[config.mk]
export PLATFORM = sky130hd
export DESIGN_NAME = alu_port_arbiter_flat
export DESIGN_NICKNAME = d
export VERILOG_FILES = /design/src/rtl/alu_pkg.sv /design/src/rtl/alu_port_arbiter_if.sv /design/src/rtl/rr_arbiter2.sv /design/src/rtl/alu_port_arbiter.sv /design/src/flat_wrapper.sv
export SDC_FILE = /design/constraint.sdc
export NUM_CORES = 1
export LEC_CHECK = 0
export CELL_PAD_IN_SITES_DETAIL_PLACEMENT = 1
export CELL_PAD_IN_SITES_GLOBAL_PLACEMENT = 2
export CORE_AREA = 2 2 166 168
export CTS_BUF_LIST = sky130_fd_sc_hd__clkbuf_16
export DETAILED_ROUTE_END_ITERATION = 12
export DIE_AREA = 0 0 168 170
export PLACE_DENSITY_LB_ADDON = 0.1
export SLEW_MARGIN = 10
export SYNTH_ARGS = -nofsm -noshare
export SYNTH_HDL_FRONTEND = slang
export SYNTH_SLANG_ARGS = --single-unit
[constraint.sdc]
create_clock -name clk -period 1.7 [get_ports clk]
set_clock_uncertainty 0.1 [all_clocks]
set_input_delay 0.34 -clock clk [delete_from_list [all_inputs] [get_ports clk]]
set_output_delay 0.34 -clock clk [all_outputs]
set_load 0.01 [all_outputs]
[src/rtl/alu_pkg.sv]
// Shared definitions for the ALU port arbiter: opcodes, FSM encoding and
// default datapath widths.
package alu_pkg;

    localparam int DATA_W = 32;
    localparam int OP_W   = 3;

    localparam logic [OP_W-1:0] OP_AND = 3'd0;
    localparam logic [OP_W-1:0] OP_OR  = 3'd1;
    localparam logic [OP_W-1:0] OP_ADD = 3'd2;
    localparam logic [OP_W-1:0] OP_SUB = 3'd6;
    localparam logic [OP_W-1:0] OP_MIN = 3'd7;

    typedef enum logic [1:0] {
        ST_IDLE = 2'd0,
        ST_EXEC = 2'd1,
        ST_RESP = 2'd2
    } state_e;

    // Codes 3..5 have no ALU implementation and must never reach ALU_control.
    function automatic logic is_legal_op(input logic [OP_W-1:0] op);
        logic legal;
        case (op)
            OP_AND, OP_OR, OP_ADD, OP_SUB, OP_MIN: legal = 1'b1;
            default:                               legal = 1'b0;
        endcase
        return legal;
    endfunction

endpackage

[src/rtl/alu_port_arbiter_if.sv]
// Request/response handshakes of both ports plus the ALU operand/result wires.
interface alu_port_arbiter_if #(
    parameter int DATA_W = alu_pkg::DATA_W,
    parameter int OP_W   = alu_pkg::OP_W
);
    logic              req0_valid;
    logic              req1_valid;
    logic              req0_ready;
    logic              req1_ready;
    logic [DATA_W-1:0] req0_a;
    logic [DATA_W-1:0] req0_b;
    logic [DATA_W-1:0] req1_a;
    logic [DATA_W-1:0] req1_b;
    logic [OP_W-1:0]   req0_op;
    logic [OP_W-1:0]   req1_op;
    logic              resp0_valid;
    logic              resp1_valid;
    logic              resp0_ready;
    logic              resp1_ready;
    logic [DATA_W-1:0] resp_result;
    logic              resp_err;
    logic [DATA_W-1:0] alu_a;
    logic [DATA_W-1:0] alu_b;
    logic [OP_W-1:0]   alu_ctrl;
    logic [DATA_W-1:0] alu_result;

    modport master (
        output req0_valid, req1_valid, req0_a, req0_b, req1_a, req1_b,
               req0_op, req1_op, resp0_ready, resp1_ready, alu_result,
        input  req0_ready, req1_ready, resp0_valid, resp1_valid,
               resp_result, resp_err, alu_a, alu_b, alu_ctrl
    );

    modport slave (
        input  req0_valid, req1_valid, req0_a, req0_b, req1_a, req1_b,
               req0_op, req1_op, resp0_ready, resp1_ready, alu_result,
        output req0_ready, req1_ready, resp0_valid, resp1_valid,
               resp_result, resp_err, alu_a, alu_b, alu_ctrl
    );
endinterface

[src/rtl/rr_arbiter2.sv]
// Two-way grant: round-robin pointer advanced on a completion strobe, or fixed
// priority to port 0 when FIXED_PRIO is set.
module rr_arbiter2 #(
    parameter bit FIXED_PRIO = 1'b0
) (
    input  logic       clk,
    input  logic       rst_n,
    input  logic       en_i,
    input  logic [1:0] req_i,
    input  logic       done_i,
    input  logic       done_port_i,
    output logic [1:0] grant_o
);

    logic ptr_q;
    logic ptr_d;

    // One-hot grant; a lone requester wins regardless of the pointer.
    always_comb begin
        grant_o = 2'b00;
        if (en_i) begin
            case (req_i)
                2'b01:   grant_o = 2'b01;
                2'b10:   grant_o = 2'b10;
                2'b11:   grant_o = (FIXED_PRIO || !ptr_q) ? 2'b01 : 2'b10;
                default: grant_o = 2'b00;
            endcase
        end else begin
            grant_o = 2'b00;
        end
    end

    // After a completion the pointer favours the port that was not just served.
    always_comb begin
        ptr_d = ptr_q;
        if (done_i && !FIXED_PRIO) begin
            ptr_d = ~done_port_i;
        end else begin
            ptr_d = ptr_q;
        end
    end

    // Pointer register.
    always_ff @(posedge clk) begin
        if (!rst_n) begin
            ptr_q <= 1'b0;
        end else begin
            ptr_q <= ptr_d;
        end
    end

endmodule

[src/rtl/alu_port_arbiter.sv]
// Shares one combinational ALU between two requesters: IDLE accepts, EXEC drives
// the ALU for one cycle, RESP holds the result until the granted port takes it.
module alu_port_arbiter
    import alu_pkg::*;
#(
    parameter int DATA_W     = alu_pkg::DATA_W,
    parameter int OP_W       = alu_pkg::OP_W,
    parameter bit FIXED_PRIO = 1'b0
) (
    input logic               clk,
    input logic               rst_n,
    alu_port_arbiter_if.slave bus
);

    state_e            state_q, state_d;
    logic              grant_q, grant_d;
    logic              illegal_q, illegal_d;
    logic [DATA_W-1:0] alu_a_q, alu_a_d;
    logic [DATA_W-1:0] alu_b_q, alu_b_d;
    logic [OP_W-1:0]   alu_ctrl_q, alu_ctrl_d;
    logic [DATA_W-1:0] resp_result_q, resp_result_d;
    logic              resp_err_q, resp_err_d;
    logic              resp0_valid_q, resp0_valid_d;
    logic              resp1_valid_q, resp1_valid_d;

    logic [1:0]        grant_s;
    logic              done_s;
    logic [OP_W-1:0]   op_sel_s;
    logic              resp_ready_s;

    rr_arbiter2 #(.FIXED_PRIO(FIXED_PRIO)) u_arb (
        .clk         (clk),
        .rst_n       (rst_n),
        .en_i        ((state_q == ST_IDLE) && rst_n),
        .req_i       ({bus.req1_valid, bus.req0_valid}),
        .done_i      (done_s),
        .done_port_i (grant_q),
        .grant_o     (grant_s)
    );

    assign op_sel_s     = grant_s[1] ? bus.req1_op : bus.req0_op;
    assign resp_ready_s = grant_q ? bus.resp1_ready : bus.resp0_ready;

    // Next-state and next-output logic for the accept/execute/respond sequence.
    always_comb begin
        state_d       = state_q;
        grant_d       = grant_q;
        illegal_d     = illegal_q;
        alu_a_d       = alu_a_q;
        alu_b_d       = alu_b_q;
        alu_ctrl_d    = alu_ctrl_q;
        resp_result_d = resp_result_q;
        resp_err_d    = resp_err_q;
        resp0_valid_d = resp0_valid_q;
        resp1_valid_d = resp1_valid_q;
        done_s        = 1'b0;
        case (state_q)
            ST_IDLE: begin
                if (grant_s != 2'b00) begin
                    grant_d    = grant_s[1];
                    alu_a_d    = grant_s[1] ? bus.req1_a : bus.req0_a;
                    alu_b_d    = grant_s[1] ? bus.req1_b : bus.req0_b;
                    illegal_d  = !is_legal_op(op_sel_s);
                    alu_ctrl_d = is_legal_op(op_sel_s) ? op_sel_s : {OP_W{1'b0}};
                    state_d    = ST_EXEC;
                end else begin
                    state_d = ST_IDLE;
                end
            end
            ST_EXEC: begin
                resp_result_d = illegal_q ? {DATA_W{1'b0}} : bus.alu_result;
                resp_err_d    = illegal_q;
                alu_a_d       = {DATA_W{1'b0}};
                alu_b_d       = {DATA_W{1'b0}};
                alu_ctrl_d    = {OP_W{1'b0}};
                resp0_valid_d = !grant_q;
                resp1_valid_d = grant_q;
                state_d       = ST_RESP;
            end
            ST_RESP: begin
                if (resp_ready_s) begin
                    resp0_valid_d = 1'b0;
                    resp1_valid_d = 1'b0;
                    done_s        = 1'b1;
                    state_d       = ST_IDLE;
                end else begin
                    state_d = ST_RESP;
                end
            end
            default: begin
                alu_a_d       = {DATA_W{1'b0}};
                alu_b_d       = {DATA_W{1'b0}};
                alu_ctrl_d    = {OP_W{1'b0}};
                resp0_valid_d = 1'b0;
                resp1_valid_d = 1'b0;
                state_d       = ST_IDLE;
            end
        endcase
    end

    // State and registered outputs; reset drops any in-flight transaction.
    always_ff @(posedge clk) begin
        if (!rst_n) begin
            state_q       <= ST_IDLE;
            grant_q       <= 1'b0;
            illegal_q     <= 1'b0;
            alu_a_q       <= {DATA_W{1'b0}};
            alu_b_q       <= {DATA_W{1'b0}};
            alu_ctrl_q    <= {OP_W{1'b0}};
            resp_result_q <= {DATA_W{1'b0}};
            resp_err_q    <= 1'b0;
            resp0_valid_q <= 1'b0;
            resp1_valid_q <= 1'b0;
        end else begin
            state_q       <= state_d;
            grant_q       <= grant_d;
            illegal_q     <= illegal_d;
            alu_a_q       <= alu_a_d;
            alu_b_q       <= alu_b_d;
            alu_ctrl_q    <= alu_ctrl_d;
            resp_result_q <= resp_result_d;
            resp_err_q    <= resp_err_d;
            resp0_valid_q <= resp0_valid_d;
            resp1_valid_q <= resp1_valid_d;
        end
    end

    assign bus.req0_ready  = grant_s[0];
    assign bus.req1_ready  = grant_s[1];
    assign bus.alu_a       = alu_a_q;
    assign bus.alu_b       = alu_b_q;
    assign bus.alu_ctrl    = alu_ctrl_q;
    assign bus.resp_result = resp_result_q;
    assign bus.resp_err    = resp_err_q;
    assign bus.resp0_valid = resp0_valid_q;
    assign bus.resp1_valid = resp1_valid_q;

endmodule

[src/flat_wrapper.sv]
// flat-port wrapper written by rule: the top's interface ports become plain ports
module alu_port_arbiter_flat import alu_pkg::*;
#(
    parameter int DATA_W     = alu_pkg::DATA_W,
    parameter int OP_W       = alu_pkg::OP_W,
    parameter bit FIXED_PRIO = 1'b0
)
  (clk, rst_n, bus_req0_valid, bus_req1_valid, bus_req0_a, bus_req0_b, bus_req1_a, bus_req1_b, bus_req0_op, bus_req1_op, bus_resp0_ready, bus_resp1_ready, bus_alu_result, bus_req0_ready, bus_req1_ready, bus_resp0_valid, bus_resp1_valid, bus_resp_result, bus_resp_err, bus_alu_a, bus_alu_b, bus_alu_ctrl);
  alu_port_arbiter_if #(.DATA_W(DATA_W), .OP_W(OP_W)) bus_i ();
  input logic clk;
  input logic rst_n;
  input wire logic [$bits(bus_i.req0_valid)-1:0] bus_req0_valid;
  input wire logic [$bits(bus_i.req1_valid)-1:0] bus_req1_valid;
  input wire logic [$bits(bus_i.req0_a)-1:0] bus_req0_a;
  input wire logic [$bits(bus_i.req0_b)-1:0] bus_req0_b;
  input wire logic [$bits(bus_i.req1_a)-1:0] bus_req1_a;
  input wire logic [$bits(bus_i.req1_b)-1:0] bus_req1_b;
  input wire logic [$bits(bus_i.req0_op)-1:0] bus_req0_op;
  input wire logic [$bits(bus_i.req1_op)-1:0] bus_req1_op;
  input wire logic [$bits(bus_i.resp0_ready)-1:0] bus_resp0_ready;
  input wire logic [$bits(bus_i.resp1_ready)-1:0] bus_resp1_ready;
  input wire logic [$bits(bus_i.alu_result)-1:0] bus_alu_result;
  output wire logic [$bits(bus_i.req0_ready)-1:0] bus_req0_ready;
  output wire logic [$bits(bus_i.req1_ready)-1:0] bus_req1_ready;
  output wire logic [$bits(bus_i.resp0_valid)-1:0] bus_resp0_valid;
  output wire logic [$bits(bus_i.resp1_valid)-1:0] bus_resp1_valid;
  output wire logic [$bits(bus_i.resp_result)-1:0] bus_resp_result;
  output wire logic [$bits(bus_i.resp_err)-1:0] bus_resp_err;
  output wire logic [$bits(bus_i.alu_a)-1:0] bus_alu_a;
  output wire logic [$bits(bus_i.alu_b)-1:0] bus_alu_b;
  output wire logic [$bits(bus_i.alu_ctrl)-1:0] bus_alu_ctrl;
  assign bus_i.req0_valid = bus_req0_valid;
  assign bus_i.req1_valid = bus_req1_valid;
  assign bus_i.req0_a = bus_req0_a;
  assign bus_i.req0_b = bus_req0_b;
  assign bus_i.req1_a = bus_req1_a;
  assign bus_i.req1_b = bus_req1_b;
  assign bus_i.req0_op = bus_req0_op;
  assign bus_i.req1_op = bus_req1_op;
  assign bus_i.resp0_ready = bus_resp0_ready;
  assign bus_i.resp1_ready = bus_resp1_ready;
  assign bus_i.alu_result = bus_alu_result;
  assign bus_req0_ready = bus_i.req0_ready;
  assign bus_req1_ready = bus_i.req1_ready;
  assign bus_resp0_valid = bus_i.resp0_valid;
  assign bus_resp1_valid = bus_i.resp1_valid;
  assign bus_resp_result = bus_i.resp_result;
  assign bus_resp_err = bus_i.resp_err;
  assign bus_alu_a = bus_i.alu_a;
  assign bus_alu_b = bus_i.alu_b;
  assign bus_alu_ctrl = bus_i.alu_ctrl;
  alu_port_arbiter #(.DATA_W(DATA_W), .OP_W(OP_W), .FIXED_PRIO(FIXED_PRIO)) u_core (.clk(clk), .rst_n(rst_n), .bus(bus_i));
endmodule
==> results of run 1 <==
[layout make-up]
type,count,area (um2),share of cell area
flip-flops and latches,107,2140,0.241
inverters,6,30.0,0.00337
repair buffers,341,3460,0.389
clock buffers,9,225,0.0253
diodes,1,2.50,0.000281
multi-input cells,398,2570,0.288
clock inverters,7,50.0,0.00562
well taps,341,427,0.0479
[timing repair]
action                     CTS  global route
setup endpoints to repair  157            59
hold buffers                 0             0
cloned                       1             5
pin swaps                    3             2
setup buffers                4            14
gates resized for setup    109            26
[per-stage QoR]
stage | cells | util
6_report | 1210 | 0.334
5_1_grt | 1210 | 0.334
4_1_cts | 1191 | 0.323
3_5_place_dp | 1171 | 0.314
3_3_place_gp | 1171 | 0.314
2_1_floorplan | 567 | -
[sequential cells by signal, indices dropped and copies added (netlist names)]
signal	cells
u_core.bus.alu_b	32
u_core.bus.resp_result	32
u_core.bus.resp0_valid	1
u_core.bus.alu_ctrl	3
u_core.illegal_q	1
u_core.bus.resp1_valid	1
u_core.bus.resp_err	1
u_core.state_q	2
u_core.grant_q	1
u_core.bus.alu_a	32
u_core.u_arb.ptr_q	1
[placed cells by master (no fill, tap or decap), drive strengths merged, types with 5 or more instances in the layout]
master,n
o21ai,12
a221oi,9
inv,8
nand2b,7
clkinv,5
dlygate4sd2,92
clkdlybuf4s50,170
nor2,50
dfxtp,107
nand2,114
a21oi,91
buf,64
a311oi,56
clkbuf,13
nor3b,32
dlymetal6s2s,11
[metal layers]
layer  up-vias  GRT usage  share of wire
li1       2622          -              -
met1      2613      0.178           0.45
met2       166      0.249           0.47
met3        16     0.0514          0.068
met4         0     0.0378          0.016
met5         -          0              0
[final timing paths]
kind	startpoint	to	slack (ns)
max	u_core.state_q[0]	bus_req1_ready	0.04
min reg2reg	u_core.bus.resp_result[11]	u_core.bus.resp_result[11]	0.39
max reg2reg	u_core.state_q[0]	u_core.bus.alu_a[28]	0.05
min	u_core.bus.resp_result[11]	u_core.bus.resp_result[11]	0.39
[power breakdown]
part	switching (mW)	internal, mW	total [mW]
Sequential	0.114	2.72	2.84
Combinational	1.00	1.13	2.13
Clock	1.06	1.01	2.06
[logic make-up after synthesis]
group,share of synthesized area
buf+inv,0.0680
simple gates,0.200
flops,0.428
mux,0.0102
compound gates,0.293
[synthesized netlist by cell type (all sizes together)]
library cell / n / area (um2)
nand2: 114 / 428
dfxtp: 107 / 2140
a21oi: 91 / 455
a311oi: 56 / 797
nor2: 50 / 195
buf: 33 / 228
nor3b: 32 / 240
clkbuf: 24 / 90.1
o21ai: 12 / 60.1
a221oi: 9 / 78.8
nand2b: 7 / 43.8
inv: 6 / 22.5
mux2i: 4 / 40.0
nand3: 4 / 20.0
a32o: 3 / 30.0
and2: 2 / 12.5
nand3b: 2 / 15.0
a31o: 1 / 8.76
a32oi: 1 / 8.76
and3: 1 / 6.26
and4: 1 / 8.76
mux2: 1 / 11.3
nand4: 1 / 21.3
nor2b: 1 / 6.26
o211a: 1 / 10.0
o21ba: 1 / 10.0
o311a: 1 / 10.0
or2: 1 / 6.26
[tightest hold or removal path: stages, from the launching register on]
cell	delay, ns
dfxtp_1	0.33
a21oi_1	0.06
nor2_1	0.07
==> qor.yml, run 1 <==
cts:
  cts_sinks: 107
  numCtsBuffers: 9
  path_clk_slew_ns: 0.08
  clockBufferDepth: 2
  cts_root_buf: "clkbuf_16"
  tritoncts: "built"
  clk_latency_ns: 0.35
  htreeDepth: 3
synthesis:
  synth_warnings: 0
  syn_area_per_cell_um2: 8.83
  synth_nets: 739
  ys_ff_latch: 107
  netlist_area_mm2: 0.00501
  synth.distinct_cells: 34
  ys_seq_area_frac: 0.428
  syn_inst: 567
place:
  place.gp.congestion: 0.764
  post-place-ws_ns: -0.620
  dpl.hpwl_um: 15700
  placed_cell_area_mm2: 0.00837
  io_buffer_count: 275
worst_setup_path:
  end_kind: "output port"
  crit_slowest_cell: "dfxtp_2"
  reg2reg_depth: 7
  crit_chain: "nor2_4 -> nand4_4 -> clkinv_4 -> buf_6"
  critical_path_class: "reg2out"
  cp_top_family: "flip-flops"
  critPathLaunchType: "register"
  crit_fanout: 3
  path_buf_inv: 2
  cp.arrival_ns: 1.22
  crit_required_ns: 1.26
  max_stage_delay_ns: 0.34
  cp.depth: 4
sta:
  setup_violations: 0
  setup_slack_ns: 0.0356
  final_hold_viol_count: 0
  timing.fmax_ghz: 0.601
  setup_tns_ns: 0
  finalCritPeriodShare: 0.979
  maxSlewHeadroom: 0.725
  timing.hold.ws_ns: 0.391
  slew_viol_final: 0
  min_period_ns: 1.66
  rsz0062_at_grt: "yes"
  worst_slew_pin_slew_ns: 0.412
global_route:
  grt_overflow: 0
  grt_pass1_vias: 5654
  antenna_found_initial: 2
  grt_pass1_wl_um: 32700
  grt_max_degree: 55
  track_usage: 0.147
finish:
  layout-drive-gt1-share: 0.168
  fill_cells: 3043
  nets: 1035
  area_growth_pct: 78.0
  final_cell_area_mm2: 0.00891
power:
  power_density_mw_per_mm2: 789
  p_leak_nw: 3.80
  peakVddDrop_mv: 0.419
  p_total_mw: 7.04
routing:
  vias: 5417
  initialDrtViolationCount: 147
  wl_per_cell_um: 18.6
  first_pass_iters: 4
  vias_per_cell: 4.48
  postRouteAntennaNets: 0
  drt_wl_total_um: 22500
  post-route-drc-count: 0
floorplanning:
  chipHeight_um: 170
  dieArea_mm2: 0.0286
  design.core.area_mm2: 0.0267
  die_width_um: 168
  start_util: 0.188
  io_pins: 276
  rows: 60
worst_hold_path:
  min_path_type: "reg2reg"
  min_path_cells: 2
outcome:
  status: "complete, no violations"
job:
  maxCapViolations: 0
Note: power is estimated with default switching activity, not from simulation.
==> run 2, diff against run 1 <==
--- a/config.mk
+++ b/config.mk
@@ -12,7 +12,6 @@
 export DETAILED_ROUTE_END_ITERATION = 12
 export DIE_AREA = 0 0 168 170
 export PLACE_DENSITY_LB_ADDON = 0.1
-export SLEW_MARGIN = 10
 export SYNTH_ARGS = -nofsm -noshare
 export SYNTH_HDL_FRONTEND = slang
 export SYNTH_SLANG_ARGS = --single-unit
==> results of run 2 <==
Same layout as run 1: the final DEF is identical, and so are final timing and power.
==> run 3, diff against run 2 <==
--- a/config.mk
+++ b/config.mk
@@ -7,11 +7,13 @@
 export LEC_CHECK = 0
 export CELL_PAD_IN_SITES_DETAIL_PLACEMENT = 1
 export CELL_PAD_IN_SITES_GLOBAL_PLACEMENT = 2
-export CORE_AREA = 2 2 166 168
+export CORE_AREA = 2 2 131 133
 export CTS_BUF_LIST = sky130_fd_sc_hd__clkbuf_16
 export DETAILED_ROUTE_END_ITERATION = 12
-export DIE_AREA = 0 0 168 170
+export DIE_AREA = 0 0 133 135
+export DONT_BUFFER_PORTS = 1
 export PLACE_DENSITY_LB_ADDON = 0.1
 export SYNTH_ARGS = -nofsm -noshare
 export SYNTH_HDL_FRONTEND = slang
 export SYNTH_SLANG_ARGS = --single-unit
+export TNS_END_PERCENT = 1
==> run 3 against run 2 <==
Against the previous run: clock-buffer cell count unchanged; cell area shrank 36%; sequential share of layout area up 14 points; combinational power decreased by 50%; worst hold slack got worse by 0.37 ns; die area shrank 37%; cell count decreased by 36%; clock power up 2%; largest cell class is now multi-input gates.
==> qor.yml, run 3 (synthesis gave the netlist of run 1 again) <==
outcome:
  status: "complete, no violations"  # unchanged
cts:
  clockBufferDepth: 2  # unchanged
  numCtsBuffers: 9  # unchanged
  tritoncts: "built"  # unchanged
  clk_latency_ns: 0.35  # about the same
  htreeDepth: 3  # unchanged
  cts_root_buf: "clkbuf_16"  # unchanged
  cts_sinks: 107  # unchanged
  path_clk_slew_ns: 0.08  # about the same
place:
  place.gp.congestion: 0.726  # was 0.764
  io_buffer_count: 0  # was 275
  dpl.hpwl_um: 11100  # was 15,700 um
  placed_cell_area_mm2: 0.00529  # was 0.00837 mm2
  post-place-ws_ns: -0.0859  # was -0.620 ns
floorplanning:
  rows: 47  # was 60
  start_util: 0.305  # was 0.188
  io_pins: 276  # unchanged
  chipHeight_um: 135  # was 170 um
  design.core.area_mm2: 0.0164  # was 0.0267 mm2
  dieArea_mm2: 0.0180  # was 0.0286 mm2
  die_width_um: 133  # was 168 um
worst_setup_path:
  reg2reg_depth: 6  # was 7
  cp_top_family: "simple AND/OR/NAND/NOR gates"  # was flip-flops
  crit_required_ns: 1.26  # about the same
  path_buf_inv: 1  # was 2
  max_stage_delay_ns: 0.34  # about the same
  critical_path_class: "reg2out"  # unchanged
  crit_chain: "nor2_4 -> buf_6 -> and4_4"  # was nor2_4 -> nand4_4 -> clkinv_4 -> buf_6
  cp.depth: 3  # was 4
  crit_slowest_cell: "dfxtp_2"  # unchanged
  end_kind: "output port"  # unchanged
  cp.arrival_ns: 1.22  # about the same
  critPathLaunchType: "register"  # unchanged
  crit_fanout: 5  # was 3
sta:
  setup_tns_ns: 0  # unchanged
  setup_violations: 0  # unchanged
  timing.fmax_ghz: 0.602  # was 0.601 GHz
  rsz0062_at_grt: "yes"  # unchanged
  maxSlewHeadroom: 0.753  # was 0.725
  finalCritPeriodShare: 0.978  # was 0.979
  min_period_ns: 1.66  # about the same
  final_hold_viol_count: 0  # unchanged
  setup_slack_ns: 0.0376  # was 0.0356 ns
  slew_viol_final: 0  # unchanged
  worst_slew_pin_slew_ns: 0.370  # was 0.412 ns
routing:
  postRouteAntennaNets: 0  # unchanged
  initialDrtViolationCount: 160  # was 147
  vias_per_cell: 5.41  # was 4.48
  vias: 4191  # was 5,417
  first_pass_iters: 4  # unchanged
  wl_per_cell_um: 20.9  # was 18.6 um
  drt_wl_total_um: 16200  # was 22,500 um
  post-route-drc-count: 0  # unchanged
finish:
  area_growth_pct: 13.4  # was 78.0%
  final_common_cell: "nand2_1"  # was clkdlybuf4s50_1
  fill_cells: 1870  # was 3,043
  nets: 722  # was 1,035
  final_cell_area_mm2: 0.00568  # was 0.00891 mm2
  layout_common_cells: "nand2_1 (114), dfxtp_1 (105), a21oi_1 (91)"  # was clkdlybuf4s50_1 (170), nand2_1 (114), dfxtp_1 (106)
  layout-drive-gt1-share: 0.190  # was 0.168
  multi_input_area_mm2: 0.00254  # was 0.00257 mm2
  seq_area_mm2: 0.00214  # about the same
power:
  power_density_mw_per_mm2: 1090  # was 789 mW/mm2
  p_total_mw: 6.17  # was 7.04 mW
  p_leak_nw: 1.98  # was 3.80 nW
  peakVddDrop_mv: 0.446  # was 0.419 mV
job:
  maxCapViolations: 0  # unchanged
global_route:
  track_usage: 0.177  # was 0.147
  grt_overflow: 0  # unchanged
  antenna_found_initial: 1  # was 2
  grt_max_degree: 56  # was 55
  grt_pass1_vias: 4418  # was 5,654
  grt_pass1_wl_um: 25000  # was 32,700 um
worst_hold_path:
  min_path_type: "in2reg"  # was reg2reg
  min_path_cells: 2  # unchanged
## run 3: cell count changes in the layout (fill, tap and decap cells not counted), moves of 3 or more
cell,before,now
buf_4,42,12
dlymetal6s2s_1,11,0
dlygate4sd2_1,92,0
clkbuf_16,13,9
clkdlybuf4s50_1,170,0
buf_6,4,1
buf_12,15,12
## run 3: what timing repair did
action,CTS,global route
hold buffers,2,0
gates resized for setup,10,3
gates cloned,2,0
pin swaps,1,2
setup buffers,1,0
setup endpoints to repair,60,25
endpoints found under the hold margin,7,0
## run 3: power by group
part	internal, mW	switching [mW]	leakage [nW]	total (mW)
Sequential	2.73	0.264	0.880	2.99
Combinational	0.448	0.627	0.964	1.07
Clock	1.02	1.08	0.136	2.10
## run 3: worst reg2reg max path: stages, from the launching register on
cell	delay (ns)
dfxtp_2	0.34
nor2_4	0.14
nand4_4	0.18
buf_12	0.21
buf_12	0.16
mux2i_1	0.15
a32o_1	0.21
## run 3: worst paths after layout
check | start | slack [ns] | endpoint
worst max-delay path | u_core.state_q[1] | 0.04 | bus_req0_ready
worst min-delay path | rst_n | 0.02 | u_core.bus.alu_b[23]
worst max register to register | u_core.state_q[1] | 0.11 | u_core.bus.alu_ctrl[2]
worst min register to register | u_core.bus.resp_result[21] | 0.46 | u_core.bus.resp_result[21]
## run 3: stage by stage
step	hold WS (ns)	utilization	std cells
4_1_cts	0.00165	0.346	774
3_5_place_dp	0.366	0.323	754
2_1_floorplan	0.356	-	567
6_report	0.0178	0.346	775
5_1_grt	0.0273	0.346	775
3_3_place_gp	0.373	0.323	754
## run 3: area by class of cell
cell class              instances  area share
clock inverters                 6      0.0104
multi-input cells             397       0.448
diodes                          1    0.000441
flip-flops and latches        107       0.378
well taps                     220      0.0485
repair buffers                 28      0.0685
repair inverters                1     0.00110
inverters                       6     0.00573
clock buffers                   9      0.0397
## run 3: layer usage
layer  share of wire  up-vias  wire [um]  track usage
met2            0.48      162       7750        0.297
li1                -     1990          -            -
met3            0.10       19       1640       0.0694
met1            0.40     2020       6540        0.206
met4           0.018        0        288       0.0645
met5               0        -          0            0
